===== config.mk =====
export PLATFORM = sky130hd
export DESIGN_NAME = instr_mem_loader
export DESIGN_NICKNAME = d
export VERILOG_FILES = /design/src/rtl/instr_loader_pkg.sv /design/src/rtl/byte_assembler.sv /design/src/rtl/instr_mem_loader.sv
export SDC_FILE = /design/constraint.sdc
export NUM_CORES = 1
export LEC_CHECK = 0
export CORE_MARGIN = 2
export CORE_UTILIZATION = 45
export CTS_CLUSTER_DIAMETER = 50
export DETAILED_ROUTE_END_ITERATION = 16
export HOLD_SLACK_MARGIN = 0.06
export MAX_ROUTING_LAYER = met4
export PLACE_DENSITY = 0.76
export SYNTH_ARGS = -nofsm -noshare
export SYNTH_HDL_FRONTEND = slang
export SYNTH_SLANG_ARGS = --single-unit

===== constraint.sdc =====
create_clock -name clk -period 4.7 [get_ports clk]
set_input_delay 0.705 -clock clk [delete_from_list [all_inputs] [get_ports clk]]
set_output_delay 0.705 -clock clk [all_outputs]
set_load 0.05 [all_outputs]

===== src/rtl/instr_loader_pkg.sv =====
// rtl/instr_loader_pkg.sv - shared types and constants for the instruction memory loader
//   Contents: loader state enum, memory geometry localparams, end-of-program sentinel.
package instr_loader_pkg;

   localparam int ADDR_W = 6;
   localparam int DEPTH  = 64;
   localparam int DATA_W = 32;

   localparam logic [DATA_W-1:0] END_WORD = 32'hFFFF_FFFF;

   typedef enum logic [1:0] {
      IDLE  = 2'd0,
      LOAD  = 2'd1,
      WRITE = 2'd2,
      DONE  = 2'd3
   } state_t;

endpackage


===== src/rtl/byte_assembler.sv =====
// rtl/byte_assembler.sv - packs four bytes, MSB first, into one instruction word
//   Ports:
//     clk, reset     clock and synchronous active-high reset
//     clr            clears byte counter and shift register (new session)
//     push           accept byte_in this cycle
//     byte_in        incoming byte
//     word_out       assembled word; complete while word_ready is high
//     word_ready     high on the cycle of the 4th push
module byte_assembler
   import instr_loader_pkg::*;
(
   input  logic              clk,
   input  logic              reset,
   input  logic              clr,
   input  logic              push,
   input  logic [7:0]        byte_in,
   output logic [DATA_W-1:0] word_out,
   output logic              word_ready
);

   logic [1:0]        cnt_q;
   logic [DATA_W-1:0] sh_q;

   always_ff @(posedge clk) begin
      if (reset || clr) begin
         cnt_q <= 2'd0;
         sh_q  <= '0;
      end else if (push) begin
         cnt_q <= cnt_q + 2'd1;
         sh_q  <= {sh_q[DATA_W-9:0], byte_in};
      end
   end

   // On a push, present the word as it stands including this byte, so the
   // completed word is visible in the same cycle as word_ready.
   assign word_out   = push ? {sh_q[DATA_W-9:0], byte_in} : sh_q;
   assign word_ready = push && (cnt_q == 2'd3);

endmodule


===== src/rtl/instr_mem_loader.sv =====
// rtl/instr_mem_loader.sv - byte-stream loader for the 64x32 instruction memory
//   Ports:
//     clk, reset           clock and synchronous active-high reset
//     start                one-cycle pulse, begins a load session (IDLE or DONE only)
//     rx_data/rx_valid     incoming byte stream
//     rx_ready             byte accepted this cycle (LOAD only)
//     we/wa/wd             instruction memory write port, one we pulse per word
//     cpu_hold             CPU held in reset while loading
//     done                 session complete (level)
//     word_count           words written this session, 0..DEPTH
module instr_mem_loader
   import instr_loader_pkg::*;
(
   input  logic              clk,
   input  logic              reset,
   input  logic              start,
   input  logic [7:0]        rx_data,
   input  logic              rx_valid,
   output logic              rx_ready,
   output logic              we,
   output logic [ADDR_W-1:0] wa,
   output logic [DATA_W-1:0] wd,
   output logic              cpu_hold,
   output logic              done,
   output logic [ADDR_W:0]   word_count
);

   state_t            state_q, state_d;
   logic [ADDR_W-1:0] addr_q;
   logic              we_q;
   logic              session_start;
   logic              push;
   logic [DATA_W-1:0] asm_word;
   logic              word_ready;

   assign session_start = start && (state_q == IDLE || state_q == DONE);
   assign push          = rx_valid && (state_q == LOAD);

   byte_assembler u_asm (
      .clk        (clk),
      .reset      (reset),
      .clr        (session_start),
      .push       (push),
      .byte_in    (rx_data),
      .word_out   (asm_word),
      .word_ready (word_ready)
   );

   always_ff @(posedge clk) begin
      if (reset) state_q <= IDLE;
      else       state_q <= state_d;
   end

   always_comb begin
      state_d = state_q;
      case (state_q)
         IDLE:  if (start) state_d = LOAD;
         LOAD:  if (word_ready) state_d = WRITE;
         // we_q low in WRITE means the sentinel arrived
         WRITE: begin
            if (!we_q || addr_q == ADDR_W'(DEPTH - 1)) state_d = DONE;
            else                                       state_d = LOAD;
         end
         DONE:  if (start) state_d = LOAD;
         default: state_d = IDLE;
      endcase
   end

   // The write port is loaded on the edge that accepts the 4th byte, so it is
   // stable for the whole WRITE cycle and holds its value afterwards.
   always_ff @(posedge clk) begin
      if (reset) begin
         addr_q     <= '0;
         word_count <= '0;
         we_q       <= 1'b0;
         wa         <= '0;
         wd         <= '0;
      end else begin
         we_q <= 1'b0;
         if (session_start) begin
            addr_q     <= '0;
            word_count <= '0;
         end
         if (state_q == LOAD && word_ready && asm_word != END_WORD) begin
            we_q <= 1'b1;
            wa   <= addr_q;
            wd   <= asm_word;
         end
         if (state_q == WRITE && we_q) begin
            addr_q     <= addr_q + ADDR_W'(1);
            word_count <= word_count + (ADDR_W + 1)'(1);
         end
      end
   end

   assign we       = we_q;
   assign rx_ready = (state_q == LOAD);
   assign cpu_hold = (state_q == LOAD) || (state_q == WRITE);
   assign done     = (state_q == DONE);

endmodule


# After elaboration in Yosys (flattened, before gate mapping)
# Index checks and enable logic that the tools add are counted.
# word_totals
ff_bits,88
latch_bits,0
mem_bits_rw,0
rom_bits,0
in_bits,12
output_inout_bits,49
wordCells,44
mem_count,0
# op_classes
n_addsub,3
multipliers,0
div,0
magnitude_cmp,0
n_eq_ne,8
shifts,0
mux,10
bitwise,0
n_reduce_logical,15
# op_table
op,n
$mux W32,1
$ne A32 B32 Y1 const B,1
$mux W7,2
$mux W6,2
$add A7 B1 Y7 const B,1
$add A6 B1 Y6 const B,1
$eq A2 B2 Y1 const B,3
$eq A6 B6 Y1 const B,1
$logic_and A1 B1 Y1,6
$mux W2,3
$pmux W2 S3,1
$logic_or A1 B1 Y1,4
$ne A2 B1 Y1 const B,2
$add A2 B1 Y2 const B,1
$eq A2 B1 Y1 const B,1
$logic_not A2 Y1,1
$reduce_and A2 Y1,1
$reduce_bool A2 Y1,1
$reduce_or A2 Y1,1
$logic_not A1 Y1,1
$mux W1,1

# Logic depth before layout (Yosys ltp)
# depth
word_depth,6
ltp_mapped,10
ltp_nobuf,7

# Modules after synthesis
# From an unflattened synthesis, not the netlist that was laid out.
# unflattened
cells_unflattened,382
hier_area_um2,4065.1
# by_module_without_submodules
module,instances,cells_per_inst,area_each_um2,seq_area_each_um2
instr_mem_loader,1,269,2536.2,1081.0
byte_assembler,1,113,1529.0,680.7

# Least setup slack after synthesis
# No wires, ideal clock.
# synth_path
path_type,reg-to-reg
start,reg state_q[1]
end,reg wd[17]
setup_time_ns,0.089
t_arrival_ns,2.414
t_required_ns,4.611
slack_ns,2.197
path_stages_with_launch,11
n_path_buf,3
cell_sequence,dfxtp_1 > inv_1 > ha_1 > and2_1 > buf_6 > nor4_2 > o2111ai_2 > and2_1 > buf_6 > buf_6 > a311oi_2
# synth_via
elab_chain_cells,5
elab_cells_between_ends,7
cone_classes,eq/ne: 2; mux: 1; reduce/logical: 4
# synth_rtl
element,line_no,source
from (decl),instr_mem_loader.sv:28,"state_t state_q, state_d;"
from (signal assigned),instr_mem_loader.sv:51,else state_q <= state_d;
$eq A2 B1 Y1 *,-,
net rx_ready,instr_mem_loader.sv:19,"output logic rx_ready,"
$logic_and A1 B1 Y1,instr_mem_loader.sv:37,assign push = rx_valid && (state_q == LOAD);
$mux W32 / $logic_and A1 B1 Y1 (equally long branches),"byte_assembler.sv:36, byte_assembler.sv:37",
$ne A32 B32 Y1 / $logic_and A1 B1 Y1 (equally long branches),instr_mem_loader.sv:84,if (state_q == LOAD && word_ready && asm_word != END_WORD) begin
$logic_and A1 B1 Y1,instr_mem_loader.sv:84,
to (signal assigned),instr_mem_loader.sv:87,wd <= asm_word;
to (decl),instr_mem_loader.sv:22,"output logic [DATA_W-1:0] wd,"
# The timed path passes the listed nets; every way through them passes the cells marked *.
# A chain may end at the register's enable or synchronous reset.

# Worst setup path in the final report
# layout_path
start,in rx_valid
end,reg wd[29]
# layout_via
elab_chain_cells,4
elab_cells_between_ends,6
cone_classes,eq/ne: 1; mux: 1; reduce/logical: 4
# layout_rtl
element,line_no,source
from (decl),instr_mem_loader.sv:18,"input logic rx_valid,"
$logic_and A1 B1 Y1 *,instr_mem_loader.sv:37,
$mux W32 / $logic_and A1 B1 Y1 (equally long branches),"byte_assembler.sv:36, byte_assembler.sv:37",
$ne A32 B32 Y1 / $logic_and A1 B1 Y1 (equally long branches),instr_mem_loader.sv:84,
$logic_and A1 B1 Y1,instr_mem_loader.sv:84,
# Mark *: on every way between the ends. The rest lies on a longest branch, timed or not.

==> impl_metrics.tcl <==
set metrics [dict create \
    finalCritPeriodShare 0.598 \
    synthMuxAreaShare 0.00279 \
    finalMaxSlewViolations 0 \
    stdcell_count 558 \
    vias 3170 \
    powerDensity_mw_per_mm2 355 \
    final_area_sq_mm 0.00444 \
    cts_resized 0 \
    gp_congestion 0.868 \
    power_leakage_nw 1.44 \
    synth_top_area_frac 0.491 \
    skew_ns 0.00593 \
    min_path_cells 2 \
    antennaDiodeCount 0 \
    synthAdderAreaFrac 0.0209 \
    avgSynthCellArea_sq_um 8.91 \
    cts_tree "built" \
    dr.pass1.iters 6 \
    power.total_mw 1.57 \
    slew-limit-headroom 0.249 \
    worst_pin_slew_ns 1.13 \
    dieArea_sq_mm 0.00871 \
    synth_top_cell_by_area "dfxtp_1" \
    grt_pass1_wl_mm 14.4 \
    synthesis.nets 421 \
    post-route-min-period_ns 2.81 \
    critical_path_class "input pin to flip-flop" \
    grt_util_all_layers 0.215 \
    yosysSeqAreaShare 0.491 \
    postPlaceCellArea_sq_mm 0.00424 \
    dpl.cell_count 543 \
    nets 470 \
    min_to "u_asm.sh_q[28]" \
    synth_compound_area_frac 0.248 \
    status "completed" \
    slowest_delay_ns 0.48 \
    crit_slowest_cell "clkdlybuf4s50_1" \
    cp.arrival_ns 3.08 \
    reg2reg_slack_ns 2.02 \
    post-cts-setup-buffers 0 \
    synth_cell_types 34 \
    hold_path.class "flip-flop to flip-flop" \
    path_cells "clkdlybuf4s50_1 -> nand2_1 -> buf_4 -> nor3_1 -> o2111ai_4 -> buf_4 -> a21oi_1 -> a311oi_2" \
    crit_family "buffers and inverters" \
    cts_buffers 9 \
    cts-root-buf "clkbuf_8" \
    crit_required_ns 4.97 \
    die_h_um 93.3 \
    finalHoldViolCount 0 \
    synth_top_family_by_area "compound AO/OA/AOI/OAI gates" \
    setup_viol 0 \
    core_area_sq_mm 0.00773 \
    first_global_vias 2999 \
    synthCells 403 \
    path_buf_inv 3 \
    ys_ff_latch 88 \
    grt_start_max_net_pins 53 \
    endpoint_kind "flip-flop" \
    grt_overflow_total 0 \
    avgViaCountPerCell 5.68 \
    hold_start "u_asm.sh_q[28]" \
    rr_worst_depth 9 \
    dieWidth_um 93.3 \
    wl_mm 8.85 \
    critPathMostFrequentCell "buf_4" \
    clk_latency_ns 0.36 \
    grt_setup_unrepaired "false" \
    post-place-ws_ns 1.53 \
    cp-start-kind "input pin" \
    syn-cell-area_sq_mm 0.00359 \
    max-vdd-ir-drop_mv 0.216 \
    synth_xor_area_frac 0.0122 \
    cts_buffer_depth 2 \
    ys_warn_count 0 \
    synth_area_leaders "dfxtp_1 49%, a21oi_1 11%, nand2_1 8.1%" \
    drc 0 \
    tns_ns 0 \
    r2r_start "state_q[1]" \
    wl_per_cell_um 15.9 \
    regToRegEndpoint "wd[29]" \
    htreeDepth 3 \
    start_util 0.465 \
    core.rowCount 32 \
    drt-initial-drc-count 185 \
    ios 61 \
    critPathMaxFanout 34 \
    path_clk_slew_ns 0.08 \
    synthSimpleGateAreaFrac 0.181 \
    timing.fmax_mhz 356 \
    areaGrowthSynthToFinish_pct 23.6 \
    port_buffers 60 \
    dp_hpwl_mm 5.88 \
    fin_ws_ns 1.89 \
    cts_hold_buf 0 \
    antenna_left 0 \
    clock_sinks 88 \
    antenna_found_initial 0 \
    cap_viol_max_count 0 \
    final_layout_size_suffix_gt1_frac 0.0987 \
]
==> worst max-delay path by stage <==
stage / end / slack, ns / start / cells after the start
floorplan: wd[17] / 2.20 / state_q[1] / 10
global placement: wd[25] / 1.64 / rx_valid / 7
detailed placement: wd[6] / 1.53 / rx_valid / 8
CTS: wd[6] / 1.92 / rx_valid / 8
global route: wd[3] / 1.72 / rx_valid / 8
finish: wd[29] / 1.89 / rx_valid / 8
==> registers in the layout (all words and copies together) (netlist names) <==
| register | flops |
|---|---|
| we | 1 |
| wd | 32 |
| word_count | 7 |
| wa | 6 |
| state_q | 2 |
| addr_q | 6 |
| u_asm.cnt_q | 2 |
| u_asm.sh_q | 32 |
==> routing by layer <==
layer	vias up	track usage	routed length [um]
met5	-	-	0
met4	0	0.0895	214
met3	20	0.0451	383
met2	98	0.333	4160
met1	1510	0.275	4090
li1	1542	-	-
==> layout by cell type (no fill, tap or decap), types with 5 or more instances in the layout <==
cell | synthesis | final
nor3_1 | 11 | 11
a311oi_2 | 18 | 18
a311oi_1 | 10 | 10
nand2_1 | 77 | 77
clkbuf_8 | 0 | 10
nand4_1 | 12 | 12
a21bo_1 | 5 | 5
clkdlybuf4s50_1 | 0 | 59
nor2_1 | 22 | 22
a21oi_1 | 78 | 78
ha_1 | 6 | 6
nand3_1 | 11 | 11
buf_4 | 0 | 8
dfxtp_1 | 88 | 88
==> power by group <==
group	switching [mW]	internal, mW
logic	0.194	0.0791
registers	0.0163	0.761
clock network	0.263	0.259
==> cell type report <==
class,count,area (sq um)
clock inverter,4,55.1
timing repair buffer,68,656
fill,686,3290
multi-input combinational,281,1680
tap,102,128
clock buffer,11,141
sequential,88,1760
inverter,4,15.0
==> Yosys cell counts (all sizes together) <==
cell type	instances
o211a	2
a22oi	2
clkbuf	25
dfxtp	88
or2	2
a21boi	1
nand3	11
and3	4
nand2	77
buf	5
ha	6
xnor2	2
nor4	1
nand4	12
nor2b	1
a21bo	5
xor2	3
a31oi	1
o211ai	1
o2111ai	1
o21ai	1
and2	3
a311oi	28
o21ba	1
nand2b	2
or3	1
nor2	22
a21oi	78
nor3	11
mux2i	1
o22ai	1
inv	4
==> cell families after synthesis <==
logic type | count (synthesis)
and+or+nand+nor | 147
buffers and inverters | 34
adders and majority gates | 6
muxes | 1
xor gates and xnor gates | 5
AOI/OAI and AO/OA | 122
DFF | 88
==> per-stage QoR <==
step / utilization / hold WS [ns]
after floorplan: - / 0.437
after global placement: 0.549 / 0.445
after detailed placement: 0.549 / 0.452
after CTS: 0.574 / 0.464
after global routing: 0.574 / 0.490
final: 0.574 / 0.463
==> worst min-delay path, stage by stage (launching register included) <==
cell and delay [ns]:
dfxtp_1 0.32, nand2_1 0.05, a21oi_1 0.05
Note: power is estimated with default switching activity, not from simulation.
